## src/rtl/fetch_unit_pkg.sv

```systemverilog
// Shared definitions for the fetch stage: default widths, BTB counter
// encodings and the saturating-counter update.
package fetch_unit_pkg;

  localparam int DEFAULT_PC_W    = 12;
  localparam int DEFAULT_BTB_IDX = 4;

  typedef enum logic [1:0] {
    SNT = 2'b00,
    WNT = 2'b01,
    WT  = 2'b10,
    ST  = 2'b11
  } ctr_e;

  function automatic ctr_e ctr_next(input ctr_e ctr, input logic taken);
    ctr_e res;
    case (ctr)
      SNT:     res = taken ? WNT : SNT;
      WNT:     res = taken ? WT  : SNT;
      WT:      res = taken ? ST  : WNT;
      default: res = taken ? ST  : WT;
    endcase
    return res;
  endfunction

endpackage

```

## src/rtl/fetch_unit_if.sv

```systemverilog
// Fetch-stage bus: stall pair, instruction memory, EX resolve/redirect and
// the IF/ID pipeline register outputs.
interface fetch_unit_if
  import fetch_unit_pkg::*;
#(
  parameter int PC_W = DEFAULT_PC_W
);
  logic            go_one;
  logic            go_two;
  logic [PC_W-1:0] imem_addr;
  logic [31:0]     imem_data;
  logic            resolve_valid;
  logic [PC_W-1:0] resolve_pc;
  logic            resolve_taken;
  logic [PC_W-1:0] resolve_target;
  logic            redirect;
  logic [PC_W-1:0] redirect_pc;
  logic [PC_W-1:0] pc_4;
  logic [31:0]     instruction;
  logic [PC_W-1:0] addr;
  logic            p;
  logic            if_id_clear;

  modport master (
    input  go_one, go_two, imem_data,
    input  resolve_valid, resolve_pc, resolve_taken, resolve_target,
    input  redirect, redirect_pc,
    output imem_addr, pc_4, instruction, addr, p, if_id_clear
  );

  modport slave (
    output go_one, go_two, imem_data,
    output resolve_valid, resolve_pc, resolve_taken, resolve_target,
    output redirect, redirect_pc,
    input  imem_addr, pc_4, instruction, addr, p, if_id_clear
  );
endinterface

```

## src/rtl/fetch_btb.sv

```systemverilog
// Direct-mapped branch target buffer with 2-bit counters: combinational
// lookup, synchronous update (lookup sees the pre-update entry).
module fetch_btb
  import fetch_unit_pkg::*;
#(
  parameter int PC_W    = DEFAULT_PC_W,
  parameter int BTB_IDX = DEFAULT_BTB_IDX
) (
  input  logic            clk,
  input  logic            rst,
  input  logic [PC_W-1:0] lookup_pc_i,
  output logic            lookup_taken_o,
  output logic [PC_W-1:0] lookup_target_o,
  input  logic            upd_valid_i,
  input  logic [PC_W-1:0] upd_pc_i,
  input  logic            upd_taken_i,
  input  logic [PC_W-1:0] upd_target_i
);
  localparam int ENTRIES = 1 << BTB_IDX;
  localparam int TAG_W   = PC_W - BTB_IDX - 2;

  logic [ENTRIES-1:0] valid_q;
  logic [TAG_W-1:0]   tag_q    [ENTRIES];
  logic [PC_W-1:0]    target_q [ENTRIES];
  ctr_e               ctr_q    [ENTRIES];

  logic [BTB_IDX-1:0] l_idx, u_idx;
  logic [TAG_W-1:0]   l_tag, u_tag;
  logic               l_hit, u_hit;
  logic               unused_lo;

  assign l_idx = lookup_pc_i[BTB_IDX+1:2];
  assign l_tag = lookup_pc_i[PC_W-1:BTB_IDX+2];
  assign u_idx = upd_pc_i[BTB_IDX+1:2];
  assign u_tag = upd_pc_i[PC_W-1:BTB_IDX+2];
  assign unused_lo = ^{lookup_pc_i[1:0], upd_pc_i[1:0]};

  assign l_hit = valid_q[l_idx] && (tag_q[l_idx] == l_tag);
  assign u_hit = valid_q[u_idx] && (tag_q[u_idx] == u_tag);

  assign lookup_taken_o  = l_hit && ((ctr_q[l_idx] == WT) || (ctr_q[l_idx] == ST));
  assign lookup_target_o = target_q[l_idx];

  always_ff @(posedge clk) begin
    if (rst) begin
      valid_q <= '0;
    end else if (upd_valid_i && upd_taken_i) begin
      valid_q[u_idx] <= 1'b1;
    end
  end

  // Payload arrays are not reset; valid_q alone gates their use.
  always_ff @(posedge clk) begin
    if (!rst && upd_valid_i) begin
      if (u_hit) begin
        ctr_q[u_idx] <= ctr_next(ctr_q[u_idx], upd_taken_i);
        if (upd_taken_i) begin
          target_q[u_idx] <= upd_target_i;
        end
      end else if (upd_taken_i) begin
        tag_q[u_idx]    <= u_tag;
        target_q[u_idx] <= upd_target_i;
        ctr_q[u_idx]    <= WT;
      end
    end
  end

endmodule

```

## src/rtl/fetch_unit.sv

```systemverilog
// Instruction-fetch stage: PC register, BTB-predicted next-PC mux and the
// IF/ID-facing outputs.
module fetch_unit
  import fetch_unit_pkg::*;
#(
  parameter int              PC_W     = DEFAULT_PC_W,
  parameter int              BTB_IDX  = DEFAULT_BTB_IDX,
  parameter logic [PC_W-1:0] RESET_PC = '0
) (
  input logic          clk,
  input logic          rst,
  fetch_unit_if.master bus
);
  logic [PC_W-1:0] pc_q, pc_d;
  logic [PC_W-1:0] pc_4_w;
  logic [PC_W-1:0] pred_target;
  logic [PC_W-1:0] next_addr;
  logic            pred_taken;

  fetch_btb #(
    .PC_W    (PC_W),
    .BTB_IDX (BTB_IDX)
  ) u_btb (
    .clk             (clk),
    .rst             (rst),
    .lookup_pc_i     (pc_q),
    .lookup_taken_o  (pred_taken),
    .lookup_target_o (pred_target),
    .upd_valid_i     (bus.resolve_valid),
    .upd_pc_i        (bus.resolve_pc),
    .upd_taken_i     (bus.resolve_taken),
    .upd_target_i    (bus.resolve_target)
  );

  assign pc_4_w    = pc_q + PC_W'(4);
  assign next_addr = pred_taken ? pred_target : pc_4_w;

  always_comb begin
    pc_d = pc_q;
    if (bus.redirect) begin
      pc_d = bus.redirect_pc;
    end else if (bus.go_one && bus.go_two) begin
      pc_d = next_addr;
    end
  end

  always_ff @(posedge clk) begin
    if (rst) begin
      pc_q <= RESET_PC;
    end else begin
      pc_q <= pc_d;
    end
  end

  assign bus.imem_addr   = pc_q;
  assign bus.pc_4        = pc_4_w;
  assign bus.instruction = bus.imem_data;
  assign bus.addr        = next_addr;
  assign bus.p           = pred_taken;
  assign bus.if_id_clear = bus.redirect;

endmodule

```

## src/flat_wrapper.sv

```systemverilog
// flat-port wrapper written by rule: the top's interface ports become plain ports
module fetch_unit_flat import fetch_unit_pkg::*;
#(
  parameter int              PC_W     = DEFAULT_PC_W,
  parameter int              BTB_IDX  = DEFAULT_BTB_IDX,
  parameter logic [PC_W-1:0] RESET_PC = '0
)
  (clk, rst, bus_go_one, bus_go_two, bus_imem_data, bus_resolve_valid, bus_resolve_pc, bus_resolve_taken, bus_resolve_target, bus_redirect, bus_redirect_pc, bus_imem_addr, bus_pc_4, bus_instruction, bus_addr, bus_p, bus_if_id_clear);
  fetch_unit_if #(.PC_W(PC_W)) bus_i ();
  input logic clk;
  input logic rst;
  input wire logic [$bits(bus_i.go_one)-1:0] bus_go_one;
  input wire logic [$bits(bus_i.go_two)-1:0] bus_go_two;
  input wire logic [$bits(bus_i.imem_data)-1:0] bus_imem_data;
  input wire logic [$bits(bus_i.resolve_valid)-1:0] bus_resolve_valid;
  input wire logic [$bits(bus_i.resolve_pc)-1:0] bus_resolve_pc;
  input wire logic [$bits(bus_i.resolve_taken)-1:0] bus_resolve_taken;
  input wire logic [$bits(bus_i.resolve_target)-1:0] bus_resolve_target;
  input wire logic [$bits(bus_i.redirect)-1:0] bus_redirect;
  input wire logic [$bits(bus_i.redirect_pc)-1:0] bus_redirect_pc;
  output wire logic [$bits(bus_i.imem_addr)-1:0] bus_imem_addr;
  output wire logic [$bits(bus_i.pc_4)-1:0] bus_pc_4;
  output wire logic [$bits(bus_i.instruction)-1:0] bus_instruction;
  output wire logic [$bits(bus_i.addr)-1:0] bus_addr;
  output wire logic [$bits(bus_i.p)-1:0] bus_p;
  output wire logic [$bits(bus_i.if_id_clear)-1:0] bus_if_id_clear;
  assign bus_i.go_one = bus_go_one;
  assign bus_i.go_two = bus_go_two;
  assign bus_i.imem_data = bus_imem_data;
  assign bus_i.resolve_valid = bus_resolve_valid;
  assign bus_i.resolve_pc = bus_resolve_pc;
  assign bus_i.resolve_taken = bus_resolve_taken;
  assign bus_i.resolve_target = bus_resolve_target;
  assign bus_i.redirect = bus_redirect;
  assign bus_i.redirect_pc = bus_redirect_pc;
  assign bus_imem_addr = bus_i.imem_addr;
  assign bus_pc_4 = bus_i.pc_4;
  assign bus_instruction = bus_i.instruction;
  assign bus_addr = bus_i.addr;
  assign bus_p = bus_i.p;
  assign bus_if_id_clear = bus_i.if_id_clear;
  fetch_unit #(.PC_W(PC_W), .BTB_IDX(BTB_IDX), .RESET_PC(RESET_PC)) u_core (.clk(clk), .rst(rst), .bus(bus_i));
endmodule
```

## config.mk

```make
export PLATFORM = sky130hd
export DESIGN_NAME = fetch_unit_flat
export DESIGN_NICKNAME = d
export VERILOG_FILES = /design/src/rtl/fetch_unit_pkg.sv /design/src/rtl/fetch_unit_if.sv /design/src/rtl/fetch_btb.sv /design/src/rtl/fetch_unit.sv /design/src/flat_wrapper.sv
export SDC_FILE = /design/constraint.sdc
export NUM_CORES = 1
export LEC_CHECK = 0
export BUFFER_PORTS_ARGS = -buffer_cell sky130_fd_sc_hd__buf_4
export CAP_MARGIN = 20
export CORE_UTILIZATION = 54
export CTS_CLUSTER_SIZE = 24
export DETAILED_ROUTE_END_ITERATION = 12
export PLACE_DENSITY = 0.76
export SETUP_SLACK_MARGIN = 0.4
export SLEW_MARGIN = 15
export SYNTH_ARGS = -nofsm -noshare
export SYNTH_HDL_FRONTEND = slang
export SYNTH_HIERARCHICAL = 1
export SYNTH_SLANG_ARGS = --single-unit
```

## constraint.sdc

```tcl
create_clock -name clk -period 4 [get_ports clk]
set_input_delay 0.8 -clock clk [delete_from_list [all_inputs] [get_ports clk]]
set_output_delay 0.8 -clock clk [all_outputs]
set_load 0.05 [all_outputs]
```

# == Yosys cells after proc, flatten, opt, wreduce, memory -nomap -nowiden ==
# Memories as Yosys holds them, arrays and structs flattened. A register that Yosys moved wholly into a read port is not among the register bits.
# Index checks and enable logic that the tools add are counted.
# word_totals
mem_bits_rw,320
in_bits,75
word_cells,63
reg_bits,28
output_inout_bits,70
mem_count,3
# mem_list
name,words,width,rd,rd_clocked_by_memory_dff,wr,line_no,rtl
u_core.u_btb.target_q,16,12,1,1,1,fetch_btb.sv:24,logic [PC_W-1:0] target_q [ENTRIES];
u_core.u_btb.tag_q,16,6,2,1,1,fetch_btb.sv:23,logic [TAG_W-1:0] tag_q [ENTRIES];
u_core.u_btb.ctr_q,16,2,2,1,1,fetch_btb.sv:25,ctr_e ctr_q [ENTRIES];
# op_classes
muxes,34
reduce_logical,11
add_sub_neg,1
n_lt_le_gt_ge,3
n_bitwise,3
n_eq_ne,6
# op_table
op,count
$mux W12,4
$mux W4,6
$or A16 B16 Y16,1
$mux W1,15
$add A12 B3 Y12 const B,1
$eq A6 B6 Y1,2
$lt A4 B5 Y1 const B,2
$mux W2,5
$bmux W1 S4,2
$logic_and A1 B1 Y1,7
$eq A2 B2 Y1 const B,3
$pmux W2 S3,1
$demux W1 S4,1
$ge A4 B1 Y1 const B,1
$eq A2 B1 Y1 const B,1
$logic_not A2 Y1,1
$or A1 B1 Y1,2
$reduce_bool A2 Y1,1
$logic_not A1 Y1,1
$logic_or A1 B1 Y1,1

# == Depth between registers and ports, before layout ==
# depth
depth_word,9
mapped_depth,17
mapped_depth_nobuf,11

# == Cells and area by module ==
# Netlist, hierarchy kept.
# by_module_without_submodules
mod,cells_each,n_inst,seq_area_each_um2,area_each_um2
fetch_btb,750,1,9929.5,14357.5
fetch_unit,165,1,240.2,1234.9

# == Worst setup path after synthesis ==
# Ideal clock, no wire load.
# synth_timing
kind,reg2out
from,"register u_core.pc_q[3], in the netlist u_core/bus.imem_addr[3]"
to,output port bus_addr[5]
t_arrival_ns,5.608
path_buffers,5
slack_ns,-2.408
required_time_ns,3.200
stages_incl_launch_ff,13
path_cell_list,dfxtp_1 buf_2 clkbuf_1 mux4_2 mux4_2 xnor2_1 nand4_1 nor4_1 buf_2 buf_2 buf_2 nor2_1 nor2_1
# synth_via
elab_chain_cells,5
elab_cells_between_ends,6
cone_classes,1 x add/sub; 3 x mux; 2 x reduce/logical
# synth_rtl
item,line_no,rtl
from (decl),fetch_unit.sv:14,"logic [PC_W-1:0] pc_q, pc_d;"
from (signal assigned),fetch_unit.sv:51,pc_q <= pc_d;
$bmux W1 S4,fetch_btb.sv:38,assign l_hit = valid_q[l_idx] && (tag_q[l_idx] == l_tag);
$mux W1 (not written as such),fetch_btb.sv:38,
$logic_and A1 B1 Y1,fetch_btb.sv:38,
$logic_and A1 B1 Y1,fetch_btb.sv:41,assign lookup_taken_o = l_hit && ((ctr_q[l_idx] == WT) || (ctr_q[l_idx] == ST));
named net bus_p,flat_wrapper.sv:25,output wire logic [$bits(bus_i.p)-1:0] bus_p;
$mux W12,fetch_unit.sv:36,assign next_addr = pred_taken ? pred_target : pc_4_w;
to (decl),flat_wrapper.sv:24,output wire logic [$bits(bus_i.addr)-1:0] bus_addr;
# The timed path passes the listed nets, and every way through them passes these cells. The select of a mux whose other input is x is not followed.

# == Worst setup path after layout ==
# layout_timing
from,"register u_core.pc_q[2], in the netlist u_core/bus.imem_addr[2]"
to,output port bus_addr[7]
# layout_via
elab_chain_cells,5
elab_cells_between_ends,6
cone_classes,1 x add/sub; 3 x mux; 2 x reduce/logical
# layout_rtl
item,line_no
"parallel branches: the longest is 4 deep, another holds $add A12 B3 Y12",-
$mux W12 (*),fetch_unit.sv:36
# Every way passes the cells marked *. The select of a mux whose other input is x is not followed.

==> results by group <==
Outcome
  – Outcome: finished, violations left
  – Violated checks: negative setup slack

Synthesis
  – Syn Inst Count: 915
  – Most frequent cells after synthesis: edfxtp_1, mux4_2, nand2_1
  – Synthesized area per cell: 17.0 um^2
  – Synth cell types: 55
  – Synth Register Bits: 348
  – Synth area leader: edfxtp_1
  – Yosys warns: 6
  – Post-Syn Area: 0.0156 mm^2
  – Async set-or-reset flop fraction in the synthesized netlist: 0%
  – Net Count, Synth: 991
  – Post-synth EDFFs: 320
  – Post-synth top area share: 61.6%
  – Primary FF master, synth: edfxtp_1
  – Most frequent cell after synthesis: edfxtp_1
  – Top post-synthesis cells by area: edfxtp_1, mux4_2, dfxtp_1
  – Seq/Total Area, Yosys: 65.2%

Timing
  – Min cycle time layout: 4380 ps
  – Slack of the critical path: -385 ps
  – Setup-failing EPs final: 13
  – Final hold vios: 0
  – Fin Setup TNS: -3750 ps
  – Max-slew violation count: 0
  – Final Cycle Share: 110%
  – RSZ-0062 raised after global routing: true
  – FMAX: 0.228 GHz
  – Final hold slack: 495 ps
  – Slew HR: 28.2%
  – Tightest Pin Transition: 1080 ps
  – Fin Clk Skew: 15.5 ps

Clock network
  – CTS Buffer Depth: 3
  – Number of CTS-inserted buffers: 35
  – CTS tree: built
  – Insertion delay to the later sink of the worst-skew pair: 510 ps
  – Clk root buf: clkbuf_16
  – Sink Count: 348
  – Clock transition at path regs: 60 ps
  – CTS H-tree depth: 2

Critical path
  – Element type at the critical path end: output port
  – Worst setup path class: reg -> out
  – Startpoint types: flip-flop
  – WP data arrival: 3580 ps
  – Worst-path maximum fanout: 8
  – R2R setup slack: 620 ps
  – CP required: 3200 ps

Place
  – DP Wirelength: 23300 um
  – Routability-driven placement congestion ratio: 0.862
  – IO Port Bufs: 78
  – Post-place setup slack: 132 ps

Layout
  – Filler cells: 1907
  – Area of the multi-input gates: 0.00472 mm^2
  – Fin util: 63.9%
  – Total Nets Final: 1091
  – Synth-to-Final Area Change: 15.1%
  – Share of cells above drive strength 1: 31.8%
  – FF/Latch Area: 0.0102 mm^2

Routing
  – Routed vias/inst: 6.35
  – Via count: 9001
  – Initial detailed-routing violation count: 1240
  – Detailed Route WL: 37100 um
  – Total iterations of the first detailed-routing run: 5
  – DRC Markers: 0
  – Routed Antenna Nets: 0
  – Routed wire per std cell: 26.1 um

Global routing
  – Pin count of the biggest net entering global routing: 31
  – Grt total ovfl: 0
  – Initial antenna violation count: 1
  – Vias in the first global route: 8886
  – Total GRT Usage: 25.6%
  – First-pass GRT wire length: 54000 um

Worst hold path
  – Type of the most critical hold path: in -> reg

Pwr
  – Internal power: 6.23 mW
  – VDD IR max: 0.247 mV
  – Reg power frac: 50.7%
  – Switching Share: 21.9%
  – Lkg Pwr: 6.16 nW
  – Power Dens Cells: 445 mW/mm^2
  – Clock group share of total power: 40.2%
  – Sw Pwr: 1.75 mW
  – Logic gate share of total power: 9.2%

Floorplanning
  – Core Area: 0.0281 mm^2
  – Die H: 172 um
  – Top Ports: 145
  – Initial Util: 55.5%
  – Die width: 172 um
  – Die ar.: 0.0296 mm^2
  – Rows: 61

Flow run
  – Max-Cap Viols: 0
-- critical path, cell delays in order (launching register included) --
cell and delay, ps:
dfxtp_4 460, clkbuf_16 190, mux4_2 510, mux4_2 520
xnor2_1 150, nand4_1 150, nor4_4 60, buf_12 150
or4_1 480, o211ai_1 150, buf_4 250
-- cell usage in the layout (no fill, tap or decap), types with 9 or more instances in the layout --
| master | instances |
|---|---|
| mux2i_1 | 36 |
| a21oi_1 | 31 |
| nand2b_1 | 9 |
| mux4_2 | 104 |
| dfxtp_1 | 25 |
| edfxtp_1 | 320 |
| mux4_1 | 11 |
| nand3_1 | 10 |
| nand2_1 | 64 |
| buf_4 | 129 |
| buf_6 | 12 |
| xor2_1 | 11 |
| mux2_2 | 10 |
| inv_1 | 40 |
| nor2_1 | 37 |
| clkbuf_16 | 38 |
| o21ai_0 | 27 |
-- area by class of cell --
cell class	instances	share of cell area, %
Sequential cell	348	56.7
Multi-Input combinational cell	439	26.3
Timing Repair Buffer	150	7.18
Clock buffer	44	5.19
Tap cell	378	2.64
Clock inverter	16	1.07
Inverter	41	0.858
Antenna cell	2	0.0279
-- layer usage --
metal / wire length [um] / vias up / GRT usage (%)
met5: 0 / - / 0
met4: 1130 / 0 / 9.47
met3: 3850 / 96 / 5.08
met2: 17400 / 561 / 39.9
met1: 14700 / 4557 / 36.1
li1: - / 3787 / -
-- flip-flops by register name, summed over array words and instances (netlist names) --
name	count
u_core/u_btb/target_q	192
u_core/u_btb/tag_q	96
u_core/u_btb/ctr_q	32
u_core/u_btb/valid_q	16
u_core/bus.imem_addr	12
-- power by group through the flow --
stage / clock, mW / combinational, mW / sequential [mW]
after floorplan: 0 / 0.534 / 4.14
after CTS: 3.23 / 0.723 / 4.04
after detailed placement: 0 / 0.707 / 4.12
after global placement: 0 / 0.699 / 4.11
after global routing: 3.36 / 0.772 / 4.04
final: 3.20 / 0.732 / 4.04
-- worst paths after layout --
| kind | start | endpoint | cells past startpoint |
|---|---|---|---|
| hold / removal | bus_redirect_pc[10] | u_core/bus.imem_addr[10] | 3 |
| setup / recovery | u_core/bus.imem_addr[2] | bus_addr[7] | 10 |
| hold reg to reg | u_core/u_btb/valid_q[1] | u_core/u_btb/valid_q[1] | 2 |
| setup reg to reg | u_core/bus.imem_addr[2] | u_core/bus.imem_addr[3] | 13 |
-- through the flow --
step | total power [mW] | cell area, um^2 | std cells
2_1_floorplan | 4.67 | 15700 | 915
6_report | 7.98 | 17900 | 1418
4_1_cts | 7.99 | 17800 | 1411
3_5_place_dp | 4.82 | 16600 | 1350
3_3_place_gp | 4.81 | 16600 | 1350
5_1_grt | 8.17 | 17900 | 1416
-- timing repair --
item                       in CTS  in global routing
hold buffers                    0                  0
pin swaps                       0                  1
hold endpoints to repair        0                  0
resized for setup              12                  7
setup endpoints to repair      15                 16
cloned                          0                  2
buffers inserted                1                  3
-- kinds of logic after synthesis --
family                     share of synthesized area (%)
DFF                                                 65.2
muxes                                               19.9
and+or+nand+nor                                     4.51
buffers and inverters                               4.93
AOI/OAI and AO/OA                                   4.04
xor gates and xnor gates                            1.24
adders and majority gates                          0.152
No activity file was read; power rests on OpenSTA's default activity.
